==> src/rtl/wvl_center_load_ctrl_if.sv <==
// Bus bundle for wvl_center_load_ctrl: the staging BRAM read port and the
// center-table write port. The controller drives it through the master
// modport; the BRAM/table side uses the slave modport.
interface wvl_center_load_ctrl_if #(
  parameter int AW = 8,
  parameter int DW = 32
);
  logic [AW-1:0] stg_addr;
  logic [DW-1:0] stg_data;
  logic          tbl_we;
  logic [AW:0]   tbl_addr;
  logic [DW-1:0] tbl_data;

  modport master (
    output stg_addr,
    input  stg_data,
    output tbl_we,
    output tbl_addr,
    output tbl_data
  );

  modport slave (
    input  stg_addr,
    output stg_data,
    input  tbl_we,
    input  tbl_addr,
    input  tbl_data
  );
endinterface

==> src/rtl/wvl_center_load_ctrl.sv <==
// wvl_center_load_ctrl
// Copies phase-center coefficients from the staging BRAM into the shadow bank
// of a double-banked center table on a load request from the load_centers
// register, then swaps the active bank on the next frame_sync so the datapath
// only ever reads a complete table.
//
// Optional feature macro: WVL_LOAD_CHECKSUM_EN
//   When defined, adds output ld_checksum: the mod-2^32 sum of every word
//   written by the most recent completed load, published at the bank swap.
module wvl_center_load_ctrl #(
  parameter int NUM_CH = 256,
  parameter int AW     = 8,
  parameter int DW     = 32,
  parameter int RD_LAT = 2
) (
  input  logic                   user_clk,
  input  logic                   user_rst_n,
  input  logic [31:0]            cfg_word,
  wvl_center_load_ctrl_if.master bus,
  input  logic                   frame_sync,
  output logic                   active_bank,
  output logic                   busy,
  output logic [15:0]            load_count,
  output logic                   err_overrun
`ifdef WVL_LOAD_CHECKSUM_EN
  ,
  output logic [31:0]            ld_checksum
`endif
);

  // Highest legal table index and the final DRAIN count value.
  localparam logic [15:0] MAX_IDX    = 16'(NUM_CH - 1);
  localparam logic [7:0]  DRAIN_LAST = 8'(RD_LAT - 1);

  typedef enum logic [2:0] {
    IDLE      = 3'd0,
    READ      = 3'd1,
    DRAIN     = 3'd2,
    WAIT_SYNC = 3'd3,
    SWAP      = 3'd4
  } state_t;

  state_t        state;
  logic [15:0]   cfg_last_r;   // registered cfg_word[31:16]
  logic          cfg_load_r;   // registered cfg_word[0]
  logic          load_prev_r;  // previous cfg_load_r, for edge detection
  logic          load_edge;
  logic [AW-1:0] idx_r;
  logic [AW-1:0] last_r;
  logic [7:0]    drain_cnt_r;

  // Read pipeline: one stage per cycle of BRAM read latency. Each stage
  // carries the index in flight and the bank it must land in.
  logic          pipe_vld  [RD_LAT];
  logic [AW-1:0] pipe_idx  [RD_LAT];
  logic          pipe_bank [RD_LAT];

  // Request bits [15:1] carry no meaning for this block.
  logic          cfg_unused;
  assign cfg_unused = ^cfg_word[15:1];

  // Requested last index, clamped to the table depth.
  function automatic logic [AW-1:0] clamp_last(input logic [15:0] req);
    logic [AW-1:0] res;
    if (req > MAX_IDX) begin
      res = MAX_IDX[AW-1:0];
    end else begin
      res = req[AW-1:0];
    end
    return res;
  endfunction

  assign load_edge = cfg_load_r & ~load_prev_r;

  // Load sequencer: request capture, edge detect, and the load/swap FSM.
  always_ff @(posedge user_clk) begin
    if (!user_rst_n) begin
      state       <= IDLE;
      cfg_last_r  <= 16'h0000;
      cfg_load_r  <= 1'b0;
      load_prev_r <= 1'b0;
      idx_r       <= '0;
      last_r      <= '0;
      drain_cnt_r <= 8'd0;
      active_bank <= 1'b0;
      busy        <= 1'b0;
      load_count  <= 16'h0000;
      err_overrun <= 1'b0;
    end else begin
      cfg_last_r  <= cfg_word[31:16];
      cfg_load_r  <= cfg_word[0];
      load_prev_r <= cfg_load_r;

      // A new request while a load is still in flight is dropped and flagged.
      if (busy && load_edge) begin
        err_overrun <= 1'b1;
      end

      case (state)
        IDLE: begin
          if (load_edge) begin
            state       <= READ;
            busy        <= 1'b1;
            idx_r       <= '0;
            last_r      <= clamp_last(cfg_last_r);
            err_overrun <= 1'b0;
          end
        end
        READ: begin
          if (idx_r == last_r) begin
            state       <= DRAIN;
            drain_cnt_r <= 8'd0;
          end else begin
            idx_r <= idx_r + AW'(1);
          end
        end
        DRAIN: begin
          // frame_sync is deliberately not looked at until the last write
          // has retired, so a swap can never expose a partial table.
          if (drain_cnt_r == DRAIN_LAST) begin
            state <= WAIT_SYNC;
          end else begin
            drain_cnt_r <= drain_cnt_r + 8'd1;
          end
        end
        WAIT_SYNC: begin
          if (frame_sync) begin
            state       <= SWAP;
            active_bank <= ~active_bank;
            load_count  <= load_count + 16'd1;
            busy        <= 1'b0;
          end
        end
        SWAP: begin
          state <= IDLE;
        end
        default: begin
          state <= IDLE;
          busy  <= 1'b0;
        end
      endcase
    end
  end

  // Read-to-write pipeline: delays each issued index by the BRAM latency so
  // the write lines up with its returning data.
  always_ff @(posedge user_clk) begin
    if (!user_rst_n) begin
      for (int i = 0; i < RD_LAT; i++) begin
        pipe_vld[i]  <= 1'b0;
        pipe_idx[i]  <= '0;
        pipe_bank[i] <= 1'b0;
      end
    end else begin
      pipe_vld[0]  <= (state == READ);
      pipe_idx[0]  <= idx_r;
      pipe_bank[0] <= ~active_bank;
      for (int i = 1; i < RD_LAT; i++) begin
        pipe_vld[i]  <= pipe_vld[i-1];
        pipe_idx[i]  <= pipe_idx[i-1];
        pipe_bank[i] <= pipe_bank[i-1];
      end
    end
  end

  assign bus.stg_addr = idx_r;
  assign bus.tbl_we   = pipe_vld[RD_LAT-1];
  assign bus.tbl_addr = {pipe_bank[RD_LAT-1], pipe_idx[RD_LAT-1]};
  // Data is passed through only during a write so the port idles at zero.
  assign bus.tbl_data = pipe_vld[RD_LAT-1] ? bus.stg_data : '0;

`ifdef WVL_LOAD_CHECKSUM_EN
  logic [31:0] cksum_acc_r;

  // Checksum: accumulate written words during a load, publish at the swap.
  always_ff @(posedge user_clk) begin
    if (!user_rst_n) begin
      cksum_acc_r <= 32'h0000_0000;
      ld_checksum <= 32'h0000_0000;
    end else begin
      if ((state == IDLE) && load_edge) begin
        cksum_acc_r <= 32'h0000_0000;
      end else if (pipe_vld[RD_LAT-1]) begin
        cksum_acc_r <= cksum_acc_r + 32'(bus.tbl_data);
      end
      if ((state == WAIT_SYNC) && frame_sync) begin
        ld_checksum <= cksum_acc_r;
      end
    end
  end
`endif

endmodule
==> src/flat_wrapper.sv <==
// flat-port wrapper written by rule: the top's interface ports become plain ports
module wvl_center_load_ctrl_flat 
#(
  parameter int NUM_CH = 256,
  parameter int AW     = 8,
  parameter int DW     = 32,
  parameter int RD_LAT = 2
)
  (user_clk, user_rst_n, cfg_word, frame_sync, active_bank, busy, load_count, err_overrun, bus_stg_addr, bus_stg_data, bus_tbl_we, bus_tbl_addr, bus_tbl_data);
  wvl_center_load_ctrl_if #(.AW(AW), .DW(DW)) bus_i ();
  input  logic user_clk;
  input  logic user_rst_n;
  input  logic [31:0] cfg_word;
  input  logic frame_sync;
  output logic active_bank;
  output logic busy;
  output logic [15:0] load_count;
  output logic err_overrun;
  output wire logic [$bits(bus_i.stg_addr)-1:0] bus_stg_addr;
  input wire logic [$bits(bus_i.stg_data)-1:0] bus_stg_data;
  output wire logic [$bits(bus_i.tbl_we)-1:0] bus_tbl_we;
  output wire logic [$bits(bus_i.tbl_addr)-1:0] bus_tbl_addr;
  output wire logic [$bits(bus_i.tbl_data)-1:0] bus_tbl_data;
  assign bus_stg_addr = bus_i.stg_addr;
  assign bus_i.stg_data = bus_stg_data;
  assign bus_tbl_we = bus_i.tbl_we;
  assign bus_tbl_addr = bus_i.tbl_addr;
  assign bus_tbl_data = bus_i.tbl_data;
  wvl_center_load_ctrl #(.NUM_CH(NUM_CH), .AW(AW), .DW(DW), .RD_LAT(RD_LAT)) u_core (.user_clk(user_clk), .user_rst_n(user_rst_n), .cfg_word(cfg_word), .bus(bus_i), .frame_sync(frame_sync), .active_bank(active_bank), .busy(busy), .load_count(load_count), .err_overrun(err_overrun));
endmodule
==> config.mk <==
export PLATFORM = sky130hd
export DESIGN_NAME = wvl_center_load_ctrl_flat
export DESIGN_NICKNAME = d
export VERILOG_FILES = /design/src/rtl/wvl_center_load_ctrl_if.sv /design/src/rtl/wvl_center_load_ctrl.sv /design/src/flat_wrapper.sv
export SDC_FILE = /design/constraint.sdc
export NUM_CORES = 1
export LEC_CHECK = 0
export CORE_MARGIN = 2
export CORE_UTILIZATION = 45
export DETAILED_ROUTE_END_ITERATION = 10
export GPL_ROUTABILITY_DRIVEN = 0
export GPL_TIMING_DRIVEN = 1
export PLACE_DENSITY = 0.81
export SYNTH_ARGS = -nofsm -noshare
export SYNTH_HDL_FRONTEND = slang
export SYNTH_SLANG_ARGS = --single-unit
==> constraint.sdc <==
create_clock -name user_clk -period 3.4 [get_ports user_clk]
set_input_delay 0.51 -clock user_clk [delete_from_list [all_inputs] [get_ports user_clk]]
set_output_delay 0.51 -clock user_clk [all_outputs]
set_load 0.02 [all_outputs]
==> out/results.env, run 1 <==
EFFECTIVE_UTILIZATION_AT_FLOORPLAN_PCT=46.6
LARGEST_NET_DEGREE_AT_THE_START_OF_GLOBAL_ROUTING=54
POSTROUTEWIRELENGTH_UM=8400
INT_PWR_W=0.00155
COMBPWRFRAC_PCT=11.2
SETUP_VIOL=0
WORST_R2R_PATH_DEPTH=5
YOSYSUNIQUECELLTYPES=52
DESIGN.CORE.AREA_MM2=0.00777
SYNTH_TOP_FAMILY_BY_AREA='simple AND/OR/NAND/NOR gates'
POST_ROUTE_MINIMUM_PERIOD_NS=2.52
H-TREE-DEPTH=3
CTS_HOLD_BUFFERS=0
CRITICAL_PATH_PEAK_FANOUT=33
SYNTH_XOR_XNOR_AREA_SHARE_PCT=5.32
PEAKVDDDROP_mV=0.310
CTS.REPAIR.RESIZED=0
RUN_STATUS='complete, no violations'
CTS_ROOT_BUFFER='sky130_fd_sc_hd__clkbuf_8'
CRITICALPATHCATEGORY='flop to output port'
MAXCAPVIOLATIONS=0
COMPLEX_GATE_FRACTION_OF_THE_SYNTHESIZED_AREA_PCT=10.5
ANTENNA_CELLS=0
CLOCK_TRANSITION_AT_THE_REGISTER_CLOCK_PINS_ON_THE_WORST_SETUP_AND_HOLD_PATHS_AFTER_CTS_NS=0.09
HOLD_START='u_core.pipe_bank[0][0]'
TIMING.CLOCK.SKEW_NS=0.00943
CLK_PATH_BUF_DEPTH=2
SYNTH.YOSYS.SEQ_AREA_SHARE_PCT=46.4
HOLD_VIOLATIONS=0
YOSYS_WARNINGS=0
IO_PINS=136
CTS_POST_SETUP_BUFFERS_INSERTED=0
SHARE_OF_THE_CLOCK_PERIOD_USED_BY_THE_WORST_PATH_AFTER_LAYOUT_PCT=74.2
ANTENNA_FOUND_INITIAL=0
SYNTHMUXAREASHARE_PCT=1.14
GRT_PASS1_VIAS=2912
FIN_TNS_SETUP_NS=0
POWER_LEAKAGE_nW=1.81
LAYOUT.CELLS.MOST_COMMON='sky130_fd_sc_hd__clkdlybuf4s50_1'
FMAX_MHz=396
CLK-INSERTION-DELAY-LATE_NS=0.36
SYNTH-SEQ-CELLS=84
GROUTE.LAYER.MET1.USAGE_PCT=22.2
CRIT_PATH_START='u_core.pipe_vld[0][1]'
SYNTH-ADDER-AREA-SHARE_PCT=1.38
STD_CELL_ROWS=32
DOMINANTREGCELLSYNTH='sky130_fd_sc_hd__dfxtp_1'
POWERDENSITY_mW_PER_MM2=409
FILLCELLCOUNT=627
TOTAL_SWITCHING_POWER_W=0.000496
GROUTE.LAYER.MET3.USAGE_PCT=7.14
WORST_SLEW_PIN_SLEW_NS=0.705
SHARE_OF_CELLS_ABOVE_DRIVE_STRENGTH_1_PCT=7.43
RR_STARTPOINT='u_core.state[0]'
FINALCOREUTILIZATION_PCT=64.5
WORST_EP_REQUIRED_TIME_NS=2.89
POST_SYNTH_DESIGN_CELL_AREA_MM2=0.00362
DETAIL_ROUTE.ITER0.VIOLATIONS=132
NUMPORTBUFFERS=120
DRT.ANTENNA.VIOLATING_NETS=0
DETAILED_PLACE_HPWL_UM=6060
CLOCK_POWER_SHARE_PCT=38.1
VIAS=3070
SYNTHSIMPLEGATEAREAFRAC_PCT=28.8
TIMING.SLEW.HEADROOM_PCT=52.5
CRITICAL_PATH_ARRIVAL_NS=2.01
P_SEQ_SHARE_PCT=50.7
HOLD_PATH.CLASS='flop to flop'
SYNTH_EDF_COUNT=0
FP.DIEW_UM=93.7
VIASPERCELL=5.12
MIN_PATH_CELLS=1
DIE-HEIGHT_UM=93.7
UNREPAIRED_SETUP_ENDPOINTS_AFTER_GLOBAL_ROUTING='false'
WORSTSETUPSTARTPOINTTYPE='flop'
AREA_GROWTH_PCT=38.3
NETSWITCHINGFRACTION_PCT=24.2
INSTANCE_COUNT_OF_THE_MAPPED_NETLIST=390
GRT_FIRST_PASS_WIRELENGTH_UM=13600
SYN-NUM-NETS=461
DESIGN.DIE.AREA_MM2=0.00879
YS_ASYNC_SR_FRACTION_PCT=0
MOST-COMMON-LAYOUT-CELLS='sky130_fd_sc_hd__clkdlybuf4s50_1, sky130_fd_sc_hd__dfxtp_1, sky130_fd_sc_hd__and2_1, sky130_fd_sc_hd__nand2_1, sky130_fd_sc_hd__nor2_1'
CLOCK_SINK_COUNT=84
GLOBALROUTETOTALUTIL_PCT=19.5
GRT_BUSIEST_LAYER='met2'
GLOBALROUTEOVERFLOWTOTAL=0
WL_PER_CELL_UM=14.0
END_KIND='output port'
DRTPASS1ITERATIONS=4
GLOBALROUTEMET2UTIL_PCT=33.8
SYN_AVG_CELL_AREA_UM2=9.29
CTS_MADE_BUFFERS=9
TRITONCTS='done'
DETAIL_ROUTE.DRC_VIOLATIONS=0
FINALMAXSLEWVIOLATIONS=0
NNETSFINAL=564
[cells in the mapped netlist, types with 5 or more instances]
cell                       instances  area [um2]
sky130_fd_sc_hd__dfxtp_1          84        1680
sky130_fd_sc_hd__and2_1           66         413
sky130_fd_sc_hd__nand2_1          28         105
sky130_fd_sc_hd__nor2_1           24        90.1
sky130_fd_sc_hd__xnor2_1          17         149
sky130_fd_sc_hd__clkbuf_1         14        52.6
sky130_fd_sc_hd__nand3_1          14        70.1
sky130_fd_sc_hd__a21oi_1          12        60.1
sky130_fd_sc_hd__buf_4             9        67.6
sky130_fd_sc_hd__inv_1             9        33.8
sky130_fd_sc_hd__o21ai_0           9        45.0
sky130_fd_sc_hd__nor3_1            8        40.0
sky130_fd_sc_hd__o221a_2           8        90.1
sky130_fd_sc_hd__nand4_1           6        37.5
sky130_fd_sc_hd__or3_1             6        37.5
sky130_fd_sc_hd__a211oi_1          5        37.5
sky130_fd_sc_hd__a31oi_1           5        31.3
sky130_fd_sc_hd__buf_6             5        56.3
sky130_fd_sc_hd__nor4_1            5        31.3
sky130_fd_sc_hd__xor2_1            5        43.8
[per-stage QoR]
step	setup slack (ns)	total power (W)	instance area, um2	hold slack (ns)	instances
global placement	1.11	0.00128	4790	0.416	584
global route	0.698	0.00213	5010	0.449	600
floorplan	1.69	0.00119	3620	0.412	390
finish	0.876	0.00205	5010	0.435	600
CTS	0.795	0.00207	5010	0.436	600
detailed placement	1.09	0.00129	4790	0.419	584
[path summary, 6_finish.rpt]
kind	slack, ns	endpoint
max	0.88	bus_tbl_data[23]
min	0.44	u_core.pipe_bank[0][1]
max reg2reg	1.34	u_core.bus.stg_addr[4]
min reg2reg	0.44	u_core.pipe_bank[0][1]
[power groups by stage]
stage | clock network [W] | registers (W) | logic (W)
6_report | 0.000780 | 0.00104 | 0.000230
5_1_grt | 0.000839 | 0.00104 | 0.000249
4_1_cts | 0.000801 | 0.00104 | 0.000231
3_5_place_dp | 0 | 0.00106 | 0.000230
3_3_place_gp | 0 | 0.00106 | 0.000224
2_1_floorplan | 0 | 0.00105 | 0.000139
[sequential cells by signal (all words and copies together), names as in the netlist, 2 cells and up]
name	count
u_core.cfg_last_r	16
u_core.load_count	16
u_core.pipe_idx	16
u_core.bus.stg_addr	8
u_core.drain_cnt_r	8
u_core.last_r	8
u_core.state	3
u_core.pipe_bank	2
u_core.pipe_vld	2
[metal layers]
metal | routed length, um | up-vias
li1 | - | 1541
met1 | 3440 | 1402
met2 | 4080 | 115
met3 | 736 | 12
met4 | 140 | 0
met5 | 0 | -
[cell families after synthesis]
group                    after synthesis
AND/OR/NAND/NOR                      181
flip-flops                            84
AO/OA/AOI/OAI                         53
buffers and inverters                 42
XOR/XNOR                              22
multiplexers                           4
adder cells (fa/ha/maj)                4
[cell type report]
type	count	area [um2]	share of cell area, %
flip-flops and latches	84	1680	33.6
clock inverters	7	98.8	1.97
clock buffers	9	124	2.47
repair buffers	124	1230	24.6
multi-input cells	264	1710	34.1
inverters	10	40.0	0.799
well taps	102	128	2.55
[worst max-delay path, stage by stage (launching register included)]
cell                              delay, ns
sky130_fd_sc_hd__dfxtp_1               0.78
sky130_fd_sc_hd__and2_1                0.27
sky130_fd_sc_hd__clkdlybuf4s50_1       0.61
No activity file was read; power rests on OpenSTA's default activity.
==> run 2: changes to the inputs <==
- CORE_UTILIZATION: 45 -> 40
- PLACE_DENSITY: 0.81 -> 0.76
- clock period: 3.4 -> 2.19 ns (I/O delays scaled with it)
==> run 2 against run 1 <==
  * Core utilization is 6.1 points lower
  * Sequential power is 54% higher
  * Total power is 67% higher
  * Global-route usage is 1.9 points lower
  * Register-to-register slack worse by 1.0 ns
  * Via count is 2.2% higher
  * Clock power is 87% higher
  * Cell count is 2.2% higher
  * Routed wire length is 1.9% higher
==> out/results.env, run 2 (synthesis results as in run 1) <==
AREA_GROWTH_PCT=41.4
CLOCK_TRANSITION_AT_THE_REGISTER_CLOCK_PINS_ON_THE_WORST_SETUP_AND_HOLD_PATHS_AFTER_CTS_NS=0.08
GLOBALROUTEOVERFLOWTOTAL=0
CRITICAL_PATH_ARRIVAL_NS=1.70
NETSWITCHINGFRACTION_PCT=22.8
DETAIL_ROUTE.DRC_VIOLATIONS=0
POWERDENSITY_mW_PER_MM2=669
NNETSFINAL=571
WORST_EP_REQUIRED_TIME_NS=1.86
P_SEQ_SHARE_PCT=46.7
DETAIL_ROUTE.ITER0.VIOLATIONS=172
GLOBALROUTETOTALUTIL_PCT=17.6
DESIGN.DIE.AREA_MM2=0.00984
POWER_LEAKAGE_nW=1.87
SHARE_OF_CELLS_ABOVE_DRIVE_STRENGTH_1_PCT=8.91
GRT_FIRST_PASS_WIRELENGTH_UM=14200
FMAX_MHz=493
CLK-INSERTION-DELAY-LATE_NS=0.35
FIN_TNS_SETUP_NS=0
CRITICAL_PATH.MAX_STAGE_DELAY_NS=0.61
POST_ROUTE_MINIMUM_PERIOD_NS=2.03
IO_PINS=136
CRITICALPATHCATEGORY='flop to output port'
TIMING.SLEW.HEADROOM_PCT=45.2
VIASPERCELL=5.12
SHARE_OF_THE_CLOCK_PERIOD_USED_BY_THE_WORST_PATH_AFTER_LAYOUT_PCT=92.7
EFFECTIVE_UTILIZATION_AT_FLOORPLAN_PCT=41.3
ANTENNA_FOUND_INITIAL=0
POST-ROUTE-CELL-AREA_MM2=0.00512
STD_CELL_ROWS=34
SETUP_VIOL=0
DRTPASS1ITERATIONS=4
MAXCAPVIOLATIONS=0
COMBPWRFRAC_PCT=10.8
FP.DIEW_UM=99.2
WL_PER_CELL_UM=14.0
POSTROUTEWIRELENGTH_UM=8560
END_KIND='output port'
CTS.REPAIR.RESIZED=1
DETAILED_PLACE_HPWL_UM=6170
TIMING.CLOCK.SKEW_NS=0.00879
PLACEDCELLCOUNT=597
UNREPAIRED_SETUP_ENDPOINTS_AFTER_GLOBAL_ROUTING='false'
WORST_SLEW_PIN_SLEW_NS=0.813
DIE-HEIGHT_UM=99.2
ANTENNA_CELLS=0
WORSTSETUPSTARTPOINTTYPE='flop'
CP_TOP_FAMILY='buffers and inverters'
FINALMAXSLEWVIOLATIONS=0
LARGEST_NET_DEGREE_AT_THE_START_OF_GLOBAL_ROUTING=54
DESIGN.CORE.AREA_MM2=0.00876
NUMBER_OF_BUFFER_AND_INVERTER_INSTANCES_ALONG_THE_WORST_SETUP_PATH=2
VIAS=3139
CTS_HOLD_BUFFERS=0
CLK_PATH_BUF_DEPTH=2
CLOCK_POWER_SHARE_PCT=42.4
PEAKVDDDROP_mV=0.486
LAYOUTNONFILLERINSTCOUNT=613
CTS_POST_SETUP_BUFFERS_INSERTED=0
MOST-COMMON-LAYOUT-CELLS='sky130_fd_sc_hd__clkdlybuf4s50_1, sky130_fd_sc_hd__dfxtp_1, sky130_fd_sc_hd__and2_1, sky130_fd_sc_hd__nand2_1, sky130_fd_sc_hd__nor2_1'
HOLD_VIOLATIONS=0
CLOCK_SINK_COUNT=84
CRITICAL_PATH_PEAK_FANOUT=19
PLACEMENT.CELL_AREA_MM2=0.00485
OVERALL_POWER_CONSUMPTION_W=0.00343
DRT.ANTENNA.VIOLATING_NETS=0
GRT_PASS1_VIAS=3051
TOTAL_SWITCHING_POWER_W=0.000780
TRITONCTS='done'
CTS_MADE_BUFFERS=9
LAYOUT.CELLS.MOST_COMMON='sky130_fd_sc_hd__clkdlybuf4s50_1'
WORST_PATH_MAX_DELAY_CELL='sky130_fd_sc_hd__clkdlybuf4s50_1'
NUMPORTBUFFERS=120
RUN_STATUS='complete, no violations'
TIMING.CRITICAL_PATH.CELLS='buf_4, and2_1, clkdlybuf4s50_1'
CTS_ROOT_BUFFER='sky130_fd_sc_hd__clkbuf_8'
INT_PWR_W=0.00265
REG.LARGEST.LIST='u_core.cfg_last_r (16), u_core.load_count (16), u_core.pipe_idx (16)'
HOLD_PATH.CLASS='flop to flop'
H-TREE-DEPTH=3
-- run 2: cell count changes in the layout (fill, tap and decap cells not counted) --
cell,before,now
sky130_fd_sc_hd__clkinv_2,1,0
sky130_fd_sc_hd__dfxtp_4,0,1
sky130_fd_sc_hd__buf_4,4,11
sky130_fd_sc_hd__clkinvlp_4,1,0
sky130_fd_sc_hd__bufinv_16,2,4
sky130_fd_sc_hd__dfxtp_1,84,83
-- run 2: routing by layer --
layer / share of wire (%) / track usage [%] / wire (um) / vias to the layer above
li1: - / - / - / 1541
met1: 41 / 19.9 / 3500 / 1456
met2: 50 / 32.0 / 4270 / 131
met3: 8.6 / 5.83 / 736 / 11
met4: 0.72 / 4.00 / 62 / 0
met5: 0 / 0 / 0 / -
-- run 2: power groups by stage --
stage	sequential, W	clock (W)	combinational, W
2_1_floorplan	0.00163	0	0.000216
3_3_place_gp	0.00164	0	0.000364
3_5_place_dp	0.00164	0	0.000370
4_1_cts	0.00160	0.00149	0.000373
5_1_grt	0.00161	0.00154	0.000407
6_report	0.00160	0.00146	0.000371
-- run 2: worst register-to-register path: cells and delay by family, from the launching register on --
kind,cells,cell delay (ns)
simple gates,2,0.60
flops,1,0.53
compound gates,1,0.32
mux,1,0.21
xor+xnor,1,0.16
-- run 2: layout make-up --
| class | count | area [um2] |
|---|---|---|
| Clock buffer | 9 | 124 |
| Clock inverter | 7 | 146 |
| Fill cell | 779 | 3640 |
| Inverter | 10 | 40.0 |
| Multi-Input combinational cell | 264 | 1710 |
| Sequential cell | 84 | 1690 |
| Tap cell | 108 | 135 |
| Timing Repair Buffer | 131 | 1280 |
-- run 2: path summary, 6_finish.rpt --
check / start / end / slack, ns / depth (start not counted)
setup / recovery: u_core.pipe_vld[0][1] / bus_tbl_data[17] / 0.16 / 3
hold / removal: u_core.pipe_idx[0][1] / u_core.pipe_idx[0][9] / 0.44 / 1
setup reg to reg: u_core.bus.stg_addr[2] / u_core.drain_cnt_r[1] / 0.31 / 5
hold reg to reg: u_core.pipe_idx[0][1] / u_core.pipe_idx[0][9] / 0.44 / 1
-- run 2: stage by stage --
| step | setup slack (ns) | util (%) | hold WS (ns) |
|---|---|---|---|
| final | 0.161 | 58.5 | 0.436 |
| after global routing | 0.0296 | 58.5 | 0.454 |
| after CTS | 0.0859 | 58.4 | 0.440 |
| after detailed placement | 0.164 | 55.3 | 0.420 |
| after global placement | 0.237 | 55.3 | 0.414 |
| after floorplan | 0.476 | - | 0.412 |
